## config.mk

```make
export PLATFORM = sky130hd
export DESIGN_NAME = window_frame_reader
export DESIGN_NICKNAME = d
export VERILOG_FILES = /design/src/rtl/window_frame_reader_pkg.sv /design/src/rtl/window_frame_reader_skid_fifo2.sv /design/src/rtl/window_frame_reader.sv
export SDC_FILE = /design/constraint.sdc
export NUM_CORES = 1
export LEC_CHECK = 0
export CAP_MARGIN = 25
export CORE_MARGIN = 8
export CORE_UTILIZATION = 47
export CTS_CLUSTER_DIAMETER = 120
export CTS_CLUSTER_SIZE = 28
export DETAILED_ROUTE_END_ITERATION = 8
export PLACE_DENSITY = 0.84
export SLEW_MARGIN = 20
export SYNTH_ARGS = -nofsm -noshare
export SYNTH_HDL_FRONTEND = slang
export SYNTH_HIERARCHICAL = 1
export SYNTH_SLANG_ARGS = --single-unit
```

## constraint.sdc

```tcl
create_clock -name clk -period 2.8 [get_ports clk]
set_input_delay 0.56 -clock clk [delete_from_list [all_inputs] [get_ports clk]]
set_output_delay 0.56 -clock clk [all_outputs]
set_load 0.005 [all_outputs]
```

## src/rtl/window_frame_reader_pkg.sv

```systemverilog
// Shared definitions for the window RAM reader: FSM state encoding and frame sizing.
package window_frame_reader_pkg;

    localparam logic [1:0] IDLE  = 2'd0;
    localparam logic [1:0] FETCH = 2'd1;
    localparam logic [1:0] DRAIN = 2'd2;
    localparam logic [1:0] DONE  = 2'd3;

    function automatic int frame_len(input int addr_w);
        return 1 << addr_w;
    endfunction

endpackage

```

## src/rtl/window_frame_reader_skid_fifo2.sv

```systemverilog
// Two-entry FIFO that absorbs RAM read latency and downstream backpressure.
module skid_fifo2
    import window_frame_reader_pkg::*;
#(
    parameter int W = 38
) (
    input  logic         clk,
    input  logic         rst,
    input  logic         push,
    input  logic [W-1:0] push_data,
    input  logic         pop,
    output logic [W-1:0] head,
    output logic [1:0]   count
);

    logic [W-1:0] slot0;
    logic [W-1:0] slot1;
    logic         wr_sel;
    logic         rd_sel;

    assign head = rd_sel ? slot1 : slot0;

    always_ff @(posedge clk or negedge rst) begin
        if (!rst) begin
            slot0  <= '0;
            slot1  <= '0;
            wr_sel <= 1'b0;
            rd_sel <= 1'b0;
            count  <= 2'd0;
        end else begin
            if (push) begin
                if (wr_sel) slot1 <= push_data;
                else        slot0 <= push_data;
                wr_sel <= ~wr_sel;
            end
            if (pop) rd_sel <= ~rd_sel;
            // Simultaneous push and pop leaves the occupancy unchanged.
            case ({push, pop})
                2'b10:   count <= count + 2'd1;
                2'b01:   count <= count - 2'd1;
                default: ;
            endcase
        end
    end

endmodule

```

## src/rtl/window_frame_reader.sv

```systemverilog
// Reads one windowed frame out of W_RAM in FFT input order and streams it over valid/ready.
module window_frame_reader
    import window_frame_reader_pkg::*;
#(
    parameter int ADDR_W  = 6,
    parameter int DATA_W  = 32,
    parameter int BIT_REV = 1
) (
    input  logic              clk,
    input  logic              rst,
    input  logic              start,
    output logic              busy,
    output logic              done,
    output logic              ram_en,
    output logic [ADDR_W-1:0] ram_addr,
    input  logic [DATA_W-1:0] ram_dout,
    output logic [DATA_W-1:0] out_data,
    output logic [ADDR_W-1:0] out_index,
    output logic              out_valid,
    input  logic              out_ready,
    output logic              out_last,
    output logic [15:0]       frame_cnt
);

    localparam int FRAME_N = frame_len(ADDR_W);
    localparam logic [ADDR_W:0] LAST_K = (ADDR_W+1)'(FRAME_N - 1);

    logic [1:0]               state;
    logic [ADDR_W:0]          issued;
    logic [ADDR_W:0]          sent;
    logic                     inflight;
    logic [1:0]               buf_count;
    logic [2:0]               occupancy;
    logic                     pop;
    logic [ADDR_W-1:0]        k_lo;
    logic [ADDR_W-1:0]        k_rev;
    logic [ADDR_W-1:0]        push_index;
    logic [DATA_W+ADDR_W-1:0] head_word;

    assign k_lo = issued[ADDR_W-1:0];

    for (genvar g = 0; g < ADDR_W; g++) begin : g_rev
        assign k_rev[g] = k_lo[ADDR_W-1-g];
    end

    assign ram_addr = (BIT_REV != 0) ? k_rev : k_lo;

    // Slots already committed next cycle: stored words plus the word on its way back, minus the one leaving.
    assign occupancy = {1'b0, buf_count} + {2'b00, inflight} - {2'b00, pop};
    assign ram_en    = (state == FETCH) && !issued[ADDR_W] && (occupancy < 3'd2);

    // issued has already advanced past the read that is returning now.
    assign push_index = k_lo - ADDR_W'(1);

    assign out_valid = (buf_count != 2'd0);
    assign pop       = out_valid & out_ready;
    assign out_data  = head_word[DATA_W+ADDR_W-1:ADDR_W];
    assign out_index = head_word[ADDR_W-1:0];
    assign out_last  = out_valid && (out_index == {ADDR_W{1'b1}});
    assign busy      = (state != IDLE);
    assign done      = (state == DONE);

    skid_fifo2 #(
        .W(DATA_W + ADDR_W)
    ) u_fifo (
        .clk      (clk),
        .rst      (rst),
        .push     (inflight),
        .push_data({ram_dout, push_index}),
        .pop      (pop),
        .head     (head_word),
        .count    (buf_count)
    );

    always_ff @(posedge clk or negedge rst) begin
        if (!rst) begin
            state     <= IDLE;
            issued    <= '0;
            sent      <= '0;
            inflight  <= 1'b0;
            frame_cnt <= 16'd0;
        end else begin
            inflight <= ram_en;
            if (ram_en) issued <= issued + (ADDR_W+1)'(1);
            if (pop)    sent   <= sent + (ADDR_W+1)'(1);
            case (state)
                IDLE:  if (start) state <= FETCH;
                FETCH: if (ram_en && (issued == LAST_K)) state <= DRAIN;
                DRAIN: if (pop && (sent == LAST_K)) state <= DONE;
                DONE: begin
                    state     <= IDLE;
                    frame_cnt <= frame_cnt + 16'd1;
                    issued    <= '0;
                    sent      <= '0;
                end
                default: state <= IDLE;
            endcase
        end
    end

endmodule
```

==> results of run 1 <==
[per-stage QoR]
stage / hold WS, ns / utilization / setup TNS [ns]
finish: 0.0384 / 0.648 / -0.0863
global route: 0.0580 / 0.648 / -0.181
CTS: 0.0388 / 0.645 / -0.205
detailed placement: 0.469 / 0.590 / -2.16
global placement: 0.463 / 0.590 / -1.57
floorplan: 0.264 / - / 0
[sequential cells by signal, summed over array words and instances, names as in the netlist]
name,cells
u_fifo/slot0,38
u_fifo/slot1,38
frame_cnt,16
issued,7
sent,7
state,2
u_fifo/count,2
inflight,1
u_fifo/rd_sel,1
u_fifo/wr_sel,1
[kinds of logic (layout without fill, tap and decap cells)]
group | Yosys count | after routing | share of synthesized area
adders and majority gates | 12 | 12 | 0.0298
AOI/OAI and AO/OA | 13 | 13 | 0.0196
buffers and inverters | 31 | 157 | 0.0381
DFF | 113 | 113 | 0.535
xor gates and xnor gates | 34 | 34 | 0.0578
muxes | 117 | 117 | 0.251
and+or+nand+nor | 65 | 65 | 0.0684
[synth_stat cells (5+ instances only)]
cell type	count
sky130_fd_sc_hd__ha_1	11
sky130_fd_sc_hd__inv_1	9
sky130_fd_sc_hd__buf_6	6
sky130_fd_sc_hd__nand4_1	5
sky130_fd_sc_hd__nand3_1	9
sky130_fd_sc_hd__nor2_1	18
sky130_fd_sc_hd__mux2_2	92
sky130_fd_sc_hd__mux2_1	21
sky130_fd_sc_hd__dfrtp_1	113
sky130_fd_sc_hd__xor2_1	14
sky130_fd_sc_hd__xnor2_1	19
sky130_fd_sc_hd__buf_4	9
sky130_fd_sc_hd__nand2_1	12
sky130_fd_sc_hd__buf_2	5
[metal layers]
| metal | GRT usage | wire length [µm] | vias up |
|---|---|---|---|
| met5 | 0 | 0 | - |
| met4 | 0.0625 | 111 | 0 |
| met3 | 0.0398 | 431 | 11 |
| met2 | 0.279 | 5990 | 60 |
| met1 | 0.185 | 4690 | 1649 |
| li1 | - | - | 1568 |
[cell type report]
| class | instances | area, µm² |
|---|---|---|
| Clock buffer | 22 | 453 |
| Inverter | 10 | 37.5 |
| Fill cell | 819 | 3830 |
| Clock inverter | 10 | 134 |
| Tap cell | 140 | 175 |
| Multi-Input combinational cell | 241 | 2280 |
| Sequential cell | 113 | 2830 |
| Timing Repair Buffer | 115 | 1150 |
[worst paths after layout]
check / endpoint / cells past startpoint / slack (ns)
max: ram_en / 7 / -0.09
max reg2reg: state[1] / 9 / 0.15
min: frame_cnt[3] / 1 / 0.04
max in group asynchronous: u_fifo/slot0[6] / 2 / 1.97
min in group clk: frame_cnt[15] / 1 / 0.48
min reg2reg: frame_cnt[15] / 1 / 0.48
[placed cells by master, fill, tap and decap left out, types with 9 or more instances in the layout]
cell type                         Yosys  layout
sky130_fd_sc_hd__nor2_1              18      17
sky130_fd_sc_hd__dfrtp_1            113     112
sky130_fd_sc_hd__ha_1                11      11
sky130_fd_sc_hd__clkbuf_16            0      16
sky130_fd_sc_hd__xnor2_1             19      19
sky130_fd_sc_hd__nand3_1              9       9
sky130_fd_sc_hd__inv_1                9       9
sky130_fd_sc_hd__nand2_1             12      11
sky130_fd_sc_hd__xor2_1              14      14
sky130_fd_sc_hd__mux2_2              92      92
sky130_fd_sc_hd__mux2_1              21      21
sky130_fd_sc_hd__buf_4                9      12
sky130_fd_sc_hd__clkdlybuf4s50_1      0      97
[power by group through the flow]
stage,Combinational [W],Sequential (W),Clock [W]
after global placement,0.00343,0.00270,0
after detailed placement,0.00354,0.00277,0
final,0.00355,0.00275,0.00210
after floorplan,0.00206,0.00264,0
after CTS,0.00359,0.00275,0.00216
after global routing,0.00384,0.00284,0.00225
[critical path: cells and delay by family (launching register included)]
kind | cells | cell delay [ns]
buffers and inverters | 1 | 0.12
flip-flops | 1 | 0.37
adder cells (fa/ha/maj) | 2 | 0.79
AND/OR/NAND/NOR | 3 | 0.34
AO/OA/AOI/OAI | 1 | 0.20
[timing repair]
| action | CTS | global route |
|---|---|---|
| buffers inserted | 0 | 1 |
| gates resized for setup | 8 | 1 |
| endpoints found under the setup margin | 1 | 15 |
| pin swaps | 4 | 5 |
| cloned | 0 | 0 |
==> qor.txt, run 1 <==
======================================================================================
Remaining global-route overflow                                                      0
Final wirelength                                                               11.2 mm
Total placed cells including tap cells                                             617
Clock network power share                                                        0.251
Total count of max-transition violations in the final report                         0
Max-slew headroom at the worst pin                                               0.577
Placeable Area                                                              0.0109 mm²
Number of antenna cells inserted                                                     0
Hold violation total from the final report                                           0
YS warnings                                                                          6
Count of state elements after synthesis                                            113
Area added between synthesis and finish                                          33.6%
Share of synthesized flip-flops with an asynchronous set or reset                 1.00
Critical path peak fanout                                                            2
DR pass1 iterations                                                                  4
Maximum clock frequency                                                        346 MHz
Switching power share of the total                                               0.293
Reported net switching power                                                 0.00246 W
Critical Path Sink Type                                                    output port
Slew at the pin closest to its max-slew limit                                 0.632 ns
Initial Util                                                                     0.485
Die Outline Area                                                            0.0149 mm²
Cell types occupying the most area after synthesis                        sky130_fd_sc_hd__dfrtp_1 (54%), sky130_fd_sc_hd__mux2_2 (20%), sky130_fd_sc_hd__mux2_1 (4.5%)
Area fraction of the dominant cell type after synthesis                          0.535
Cell-internal power                                                          0.00594 W
H-tree lvl count                                                                     4
Post-route standard cell area excluding fillers                            0.00706 mm²
Most frequently used flop master after synthesis                          sky130_fd_sc_hd__dfrtp_1
Maximum number of pins on one net before global-route repair                        73
Cell type with the highest aggregate area in the netlist                  sky130_fd_sc_hd__dfrtp_1
Clock latency on the worst-skew pair                                           0.50 ns
Worst IR drop on VDD                                                          0.629 mV
Die width                                                                       122 µm
Number of enable flip-flop cells after synthesis                                     0
First DRT Iteration DRCs                                                           177
Cell Rows                                                                           38
Period minus WS final                                                          2.89 ns
Result of the run                                                         complete, but fails checks
Total Power Consumption                                                      0.00840 W
Number of design rule violations left after detail routing                           0
Power density over cell area                                               1190 mW/mm²
Clock slew at the register clock pins of the worst setup and hold paths        0.06 ns
Startpoint of the worst setup timing path                                 u_fifo/count[0]
Count of vias placed by the detailed router                                       3288
Quantity of hold-fixing buffers added after cts                                      0
Share of power burned in combinational logic                                     0.422
Fraction of final layout cells sized beyond drive strength 1                     0.303
TritonCTS Buffers                                                                   17
Cell area after technology mapping                                         0.00529 mm²
Nature of the critical path startpoint                                            flop
Placed wire-length estimate                                                    7.81 mm
Data arrival time of the worst path                                            2.33 ns
Via density per instance                                                          5.05
Layout Nets                                                                        546
Kind of critical path                                                       reg -> out
Number of routed nets with antenna violations                                        0
Chip height                                                                     122 µm
Crit path setup slack, layout                                               -0.0863 ns
Net count of the mapped netlist                                                    433
Static leakage                                                                 3.03 nW
Number of different library cells in the post-synthesis netlist                     41
Deepest clock path buffer count                                                      2
Syn Area/Cell                                                                 13.7 µm²
Data required time of the worst path                                           2.24 ns
Final weighted congestion of routability-driven global placement                 0.803
Routed len/inst                                                                17.2 µm
Cell Count, Final, Fillers Out                                                     651
Synthesized instance count                                                         385
Initial antenna violation count                                                      0
Clock root buffer master                                                  sky130_fd_sc_hd__clkbuf_8
Ordered list of cells on the worst path                                   o21a_1 -> ha_1 -> nand2b_4 -> fa_1 -> nand3b_4 -> nor2_4 -> buf_2
RSZ-0062 raised after global routing                                              true
Path class of the lowest-slack min-delay path                              in -> async
Pre-CTS setup slack                                                          -0.636 ns
Fraction of the cycle the final worst path needs                                  1.03
Standard cell with the maximum stage delay on the critical path           sky130_fd_sc_hd__fa_1
Slowest stage delay, CP                                                        0.52 ns
Via count of the first global-routing pass                                        3650
GRT Overall Usage                                                                0.160
Share of power burned in registers                                               0.327
Worst clock skew on the final layout                                        0.00824 ns
Post-Place Cell Area                                                       0.00643 mm²
Number of sinks handled by clock tree synthesis                                    113
Clock tree from TritonCTS                                                         done
Max-cap viol count                                                                   0
Wire length of the first global-routing pass                                   18.5 mm
Violated checks                                                           setup timing
Endpoints failing setup                                                              1
Buffers added on ports                                                             100
Sequential element share of the synthesized area                                 0.535
Number of primary I/O pins                                                         101
R2r startpoint                                                            u_fifo/count[0]
======================================================================================
Power figures use the tool's default switching activity.
==> run 2: changes to the inputs <==
--- a/config.mk
+++ b/config.mk
@@ -12,6 +12,7 @@
 export CTS_CLUSTER_SIZE = 28
 export DETAILED_ROUTE_END_ITERATION = 8
 export PLACE_DENSITY = 0.84
+export RECOVER_POWER = 100
 export SLEW_MARGIN = 20
 export SYNTH_ARGS = -nofsm -noshare
 export SYNTH_HDL_FRONTEND = slang
==> constraint.sdc (replaced) <==
create_clock -name clk -period 2.8 [get_ports clk]
set_input_delay 0.42 -clock clk [delete_from_list [all_inputs] [get_ports clk]]
set_output_delay 0.42 -clock clk [all_outputs]
set_load 0.005 [all_outputs]
==> run 2 against run 1 <==
  * Non-clock buffer count increased by 5
  * The run now ends clean
  * Sequential power grew 2%
  * Via count is 2.0% higher
  * Die area unchanged
  * Worst hold slack gained 0.44 ns
  * First-iteration DRC count increased by 0.56%
==> qor.txt, run 2 (synthesis gave the netlist of run 1 again) <==
======================================================================================
Kind of critical path                                                       reg -> out
Routed len/inst                                                                17.5 µm
R2r startpoint                                                            u_fifo/count[1]
Cell family with most CP delay                                             adder cells
Final wirelength                                                               11.4 mm
Fraction of the cycle the final worst path needs                                 0.991
Hold Path Cell Cnt                                                                   1
Most frequent cells in the layout                                         sky130_fd_sc_hd__dfrtp_1 (112), sky130_fd_sc_hd__clkdlybuf4s50_1 (98), sky130_fd_sc_hd__mux2_2 (92)
Endpoint of the worst-slack reg-to-reg timing path                            state[1]
Capture endpoint of the worst hold path                                   u_fifo/slot0[21]
H-tree lvl count                                                                     4
Initial Util                                                                     0.485
Placeable Area                                                              0.0109 mm²
Layout Nets                                                                        551
Total count of max-transition violations in the final report                         0
Result of the run                                                         finished clean
Worst path buffer plus inverter count                                                1
Worst IR drop on VDD                                                          0.628 mV
RSZ-0062 raised after global routing                                              true
Placed wire-length estimate                                                    7.97 mm
Power density over cell area                                               1190 mW/mm²
Deepest clock path buffer count                                                      2
Maximum number of pins on one net before global-route repair                        46
Period minus WS final                                                          2.77 ns
Clock slew at the register clock pins of the worst setup and hold paths        0.05 ns
Startpoint of the tightest hold check path                                u_fifo/slot0[21]
Nature of the critical path startpoint                                            flop
Via count of the first global-routing pass                                        3807
Cell Rows                                                                           38
Worst clock skew on the final layout                                        0.00598 ns
GRT Overall Usage                                                                0.162
Setup slack of the most critical reg-to-reg path                               0.15 ns
Clock latency on the worst-skew pair                                           0.49 ns
Count of vias placed by the detailed router                                       3354
Path class of the lowest-slack min-delay path                               reg -> reg
Data arrival time of the worst path                                            2.35 ns
Max-cap viol count                                                                   0
Number of primary I/O pins                                                         101
Static leakage                                                                 3.03 nW
Via density per instance                                                          5.13
Number of routed nets with antenna violations                                        0
Clock root buffer master                                                  sky130_fd_sc_hd__clkbuf_8
Fraction of final layout cells sized beyond drive strength 1                     0.298
Final worst hold slack                                                        0.482 ns
Number of sinks handled by clock tree synthesis                                    113
Final weighted congestion of routability-driven global placement                 0.799
Maximum clock frequency                                                        360 MHz
Slowest stage delay, CP                                                        0.53 ns
Remaining global-route overflow                                                      0
Area added between synthesis and finish                                          33.5%
Critical Path Sink Type                                                    output port
Largest registers in the final layout                                     u_fifo/slot0 x38, u_fifo/slot1 x38, frame_cnt x16
Startpoint of the worst setup timing path                                 u_fifo/count[1]
Data required time of the worst path                                           2.38 ns
Number of antenna cells inserted                                                     0
Slew at the pin closest to its max-slew limit                                  1.14 ns
Standard cell with the maximum stage delay on the critical path           sky130_fd_sc_hd__fa_1
Endpoints failing setup                                                              0
Number of design rule violations left after detail routing                           0
Buffers added on ports                                                             100
Chip height                                                                     122 µm
Worst r2r path cells                                                                 9
Ordered list of cells on the worst path                                   o21a_1 -> ha_1 -> nand2b_4 -> fa_1 -> nand3b_4 -> nor2_4 -> buf_2
Die Outline Area                                                            0.0149 mm²
Die width                                                                       122 µm
Utilization after layout                                                         0.648
Clock tree from TritonCTS                                                         done
Hold violation total from the final report                                           0
TritonCTS Buffers                                                                   17
Number of filler instances in the final layout                                     822
Initial antenna violation count                                                      0
Max-slew headroom at the worst pin                                               0.243
Wire length of the first global-routing pass                                   18.9 mm
Most frequent standard cell in the layout excluding fill and tap cells    sky130_fd_sc_hd__dfrtp_1
First DRT Iteration DRCs                                                           178
DR pass1 iterations                                                                  4
Critical path peak fanout                                                            2
======================================================================================
-- run 2: where the power goes --
part	total [W]	switching (W)	internal [W]
Clock	0.00206	0.000670	0.00139
Sequential	0.00281	0.000475	0.00233
Combinational	0.00350	0.00130	0.00221
-- run 2: per-stage QoR --
step / total power [W] / instance area, µm² / setup TNS, ns / instances / worst slack, ns
2_1_floorplan: 0.00470 / 5290 / 0 / 385 / 0.136
3_3_place_gp: 0.00616 / 6450 / -0.624 / 620 / -0.320
3_5_place_dp: 0.00632 / 6450 / -0.933 / 620 / -0.345
4_1_cts: 0.00849 / 7060 / -0.0199 / 652 / -0.0199
5_1_grt: 0.00890 / 7060 / -0.0564 / 654 / -0.0564
6_report: 0.00838 / 7060 / 0 / 654 / 0.0255
-- run 2: layer usage --
| metal | track usage | vias to the layer above | part of all wire |
|---|---|---|---|
| met4 | 0.0609 | 0 | 0.011 |
| met2 | 0.282 | 65 | 0.52 |
| met1 | 0.185 | 1710 | 0.42 |
| li1 | - | 1571 | - |
| met3 | 0.0491 | 8 | 0.048 |
| met5 | 0 | - | 0 |
-- run 2: how the worst max path moves through the flow --
| stage | slack (ns) | to | cells past startpoint |
|---|---|---|---|
| after floorplan | 0.14 | state[1] | 8 |
| after global placement | -0.32 | ram_en | 8 |
| after detailed placement | -0.34 | ram_en | 8 |
| after CTS | -0.02 | ram_en | 7 |
| after global routing | -0.06 | ram_en | 7 |
| final | 0.03 | ram_en | 7 |
-- run 2: final cells by class --
cell class	count	area (µm²)	share of cell area
clock buffer	25	504	0.0715
timing repair buffer	120	1160	0.164
tap	140	175	0.0248
inverter	10	37.5	0.00532
multi-input combinational	241	2270	0.322
sequential	113	2830	0.401
clock inverter	5	75.1	0.0106
-- run 2: timing repair --
action,in CTS,in global routing
setup buffers,1,1
gates resized for setup,8,0
hold buffers,1,0
endpoints found under the setup margin,6,2
pin swaps,2,2
hold endpoints to repair,42,0
==> run 3: changes to the inputs <==
--- a/config.mk
+++ b/config.mk
@@ -6,15 +6,16 @@
 export NUM_CORES = 1
 export LEC_CHECK = 0
 export CAP_MARGIN = 25
+export CELL_PAD_IN_SITES_DETAIL_PLACEMENT = 0
+export CELL_PAD_IN_SITES_GLOBAL_PLACEMENT = 1
 export CORE_MARGIN = 8
-export CORE_UTILIZATION = 47
+export CORE_UTILIZATION = 38
 export CTS_CLUSTER_DIAMETER = 120
 export CTS_CLUSTER_SIZE = 28
 export DETAILED_ROUTE_END_ITERATION = 8
-export PLACE_DENSITY = 0.84
+export PLACE_DENSITY = 0.85
 export RECOVER_POWER = 100
 export SLEW_MARGIN = 20
 export SYNTH_ARGS = -nofsm -noshare
 export SYNTH_HDL_FRONTEND = slang
-export SYNTH_HIERARCHICAL = 1
 export SYNTH_SLANG_ARGS = --single-unit
==> run 3 against run 2 <==
  * Synthesized cell count grew 2.3%
  * Largest power group is now clock
  * First-iteration DRC count shrank 16%
  * Highest routed layer unchanged
  * The flow now finishes with violations (capacitance limit, slew limit)
  * Combinational power shrank 97%
==> qor.txt, run 3 <==
======================================================================================
Result of the run                                                         complete, but fails checks
Violated checks                                                           capacitance limit, slew limit
Number of primary I/O pins                                                         101
Power density over cell area                                                553 mW/mm²
Max-slew headroom at the worst pin                                             -0.0153
Post-route standard cell area excluding fillers                            0.00691 mm²
Number of different library cells in the post-synthesis netlist                     35
Max-cap viol count                                                                   1
Placeable Area                                                              0.0132 mm²
Share of synthesized flip-flops with an asynchronous set or reset                 1.00
Clock tree from TritonCTS                                                         done
Wire length of the first global-routing pass                                   18.8 mm
H-tree lvl count                                                                     4
First DRT Iteration DRCs                                                           149
Cell area after technology mapping                                         0.00512 mm²
Buffers added on ports                                                             100
Chip height                                                                     132 µm
Count of vias placed by the detailed router                                       3372
TritonCTS Buffers                                                                   17
DR pass1 iterations                                                                  5
Cell types occupying the most area after synthesis                        sky130_fd_sc_hd__dfrtp_1 (55%), sky130_fd_sc_hd__mux2_2 (22%), sky130_fd_sc_hd__xnor2_1 (2.9%)
Area added between synthesis and finish                                          34.8%
Number of filler instances in the final layout                                    1152
GRT Overall Usage                                                                0.133
Net count of the mapped netlist                                                    440
Fraction of the cycle the final worst path needs                                 0.947
Clock latency on the worst-skew pair                                           0.40 ns
Number of design rule violations left after detail routing                           0
Worst clock skew on the final layout                                        0.00510 ns
Data arrival time of the worst path                                            2.93 ns
Critical path peak fanout                                                            2
Static leakage                                                                 3.28 nW
Final wirelength                                                               10.9 mm
Most frequent cells in the layout                                         sky130_fd_sc_hd__dfrtp_1 (111), sky130_fd_sc_hd__mux2_2 (98), sky130_fd_sc_hd__clkdlybuf4s50_1 (72)
Critical Path Sink Type                                                           flop
Clock slew at the register clock pins of the worst setup and hold paths        0.05 ns
Number of enable flip-flop cells after synthesis                                     0
Most frequently used flop master after synthesis                          sky130_fd_sc_hd__dfrtp_1
Sequential element share of the synthesized area                                 0.552
Placed wire-length estimate                                                    7.42 mm
Fraction of final layout cells sized beyond drive strength 1                     0.285
Post-Place Cell Area                                                       0.00636 mm²
Number of antenna cells inserted                                                     0
Slew at the pin closest to its max-slew limit                                  1.52 ns
Layout Nets                                                                        549
Data required time of the worst path                                           3.08 ns
Die Outline Area                                                            0.0175 mm²
Cell type with the highest aggregate area in the netlist                  sky130_fd_sc_hd__dfrtp_1
Final weighted congestion of routability-driven global placement                 0.761
Nature of the critical path startpoint                                            flop
Slowest stage delay, CP                                                        0.52 ns
Total Power Consumption                                                      0.00382 W
Cell with the most instances after synthesis                              sky130_fd_sc_hd__dfrtp_1
Remaining global-route overflow                                                      0
Maximum number of pins on one net before global-route repair                       114
Cell Rows                                                                           42
Initial antenna violation count                                                      0
Quantity of hold-fixing buffers added after cts                                      0
Deepest clock path buffer count                                                      2
Number of routed nets with antenna violations                                        0
Worst IR drop on VDD                                                          0.285 mV
Total count of max-transition violations in the final report                       114
YS warnings                                                                          0
Syn Area/Cell                                                                 13.0 µm²
Number of sinks handled by clock tree synthesis                                    113
Commonest cells in the netlist                                            sky130_fd_sc_hd__dfrtp_1 (113), sky130_fd_sc_hd__mux2_2 (98), sky130_fd_sc_hd__nor2_1 (20)
Maximum clock frequency                                                        377 MHz
Via count of the first global-routing pass                                        3589
Standard cell with the maximum stage delay on the critical path           sky130_fd_sc_hd__fa_2
Ordered list of cells on the worst path                                   nor3b_4 -> a21oi_1 -> nand2b_4 -> fa_2 -> nand2_1 -> nor3_4 -> buf_4 -> nand4_2 -> a222oi_1 -> mux2_1
Die width                                                                       132 µm
Path class of the lowest-slack min-delay path                                in -> reg
Initial Util                                                                     0.389
Endpoints failing setup                                                              0
Hold violation total from the final report                                           0
Clock root buffer master                                                  sky130_fd_sc_hd__clkbuf_16
Largest registers in the final layout                                     u_fifo.slot0 x38, u_fifo.slot1 x38, frame_cnt x16
Kind of critical path                                                       reg -> reg
Synthesized instance count                                                         394
Via density per instance                                                          4.88
Most frequent standard cell in the layout excluding fill and tap cells    sky130_fd_sc_hd__dfrtp_1
Count of state elements after synthesis                                            113
Routed len/inst                                                                15.8 µm
Area fraction of the dominant cell type after synthesis                          0.552
Period minus WS final                                                          2.65 ns
======================================================================================
-- run 3: cell types whose count changed after synthesis, moves of 3 or more --
cell                       change
sky130_fd_sc_hd__buf_6         -6
sky130_fd_sc_hd__a21oi_1       +9
sky130_fd_sc_hd__mux2_4        -3
sky130_fd_sc_hd__buf_4         -3
sky130_fd_sc_hd__mux2_2        +6
sky130_fd_sc_hd__nand3_1       -4
sky130_fd_sc_hd__clkbuf_1     +12
sky130_fd_sc_hd__nand2_1       +7
sky130_fd_sc_hd__mux2_1       -14
sky130_fd_sc_hd__nand4_1       +6
sky130_fd_sc_hd__o21ai_1       +6
-- run 3: where the power goes --
part | leakage [nW] | switching [W] | internal [W]
Sequential | 1.49 | 0.0000103 | 0.00166
Combinational | 1.51 | 0.0000513 | 0.0000613
Clock | 0.281 | 0.000667 | 0.00137
-- run 3: per-stage QoR --
stage                     setup WS (ns)  hold slack, ns  setup TNS (ns)   util  cells
after floorplan                -0.00355           0.124        -0.00355      -    394
after global placement           -0.349           0.459          -0.918  0.482    658
after detailed placement         -0.436           0.470           -1.58  0.482    658
after CTS                       0.00184           0.122               0  0.526    690
after global routing           -0.00543           0.498        -0.00543  0.524    691
final                             0.147           0.442               0  0.524    691
-- run 3: worst max-delay path, delay by kind of cell (launching register included) --
family                     cells  cell delay [ns]
DFF                            1             0.40
AOI/OAI and AO/OA              2             0.46
adders and majority gates      1             0.52
and+or+nand+nor                5             0.64
buffers and inverters          1             0.14
muxes                          1             0.37
-- run 3: final cells by class --
class | instances | area, µm² | area share
multi-input combinational | 248 | 2160 | 0.313
sequential | 113 | 2830 | 0.410
clock buffer | 25 | 485 | 0.0703
tap | 176 | 220 | 0.0319
inverter | 8 | 30.0 | 0.00435
clock inverter | 6 | 80.1 | 0.0116
timing repair buffer | 115 | 1100 | 0.159
-- run 3: kinds of logic (layout without fill, tap and decap cells) --
logic type               after synthesis  in the layout  share of synthesized area
multiplexers                         107            107                      0.235
AO/OA/AOI/OAI                         21             21                     0.0222
buffers and inverters                 33            154                     0.0298
flip-flops                           113            113                      0.552
AND/OR/NAND/NOR                       78             78                     0.0811
adder cells (fa/ha/maj)               10             10                     0.0259
XOR/XNOR                              32             32                     0.0547
-- run 3: final timing paths --
path	from	end	slack, ns	cells past startpoint
min	out_ready	u_fifo.count[1]	0.44	4
max in group asynchronous	rst	u_fifo.rd_sel	1.25	2
min in group asynchronous	rst	u_fifo.slot1[8]	0.53	2
max reg2reg	u_fifo.count[0]	state[1]	0.15	10
min reg2reg	frame_cnt[15]	frame_cnt[15]	0.47	1
max	u_fifo.count[0]	state[1]	0.15	10
-- run 3: layer usage --
metal | wire length, µm | global-route usage | vias up | share of wire
met4 | 116 | 0.0517 | 0 | 0.011
li1 | - | - | 1584 | -
met5 | 0 | 0 | - | 0
met1 | 5070 | 0.165 | 1693 | 0.46
met3 | 513 | 0.0438 | 9 | 0.047
met2 | 5200 | 0.210 | 86 | 0.48
-- run 3: timing repair --
| item | in CTS | in global routing |
|---|---|---|
| pin swaps | 2 | 2 |
| gates resized for setup | 6 | 2 |
| setup buffers | 1 | 0 |
| endpoints found under the hold margin | 0 | 0 |
| endpoints found under the setup margin | 2 | 3 |
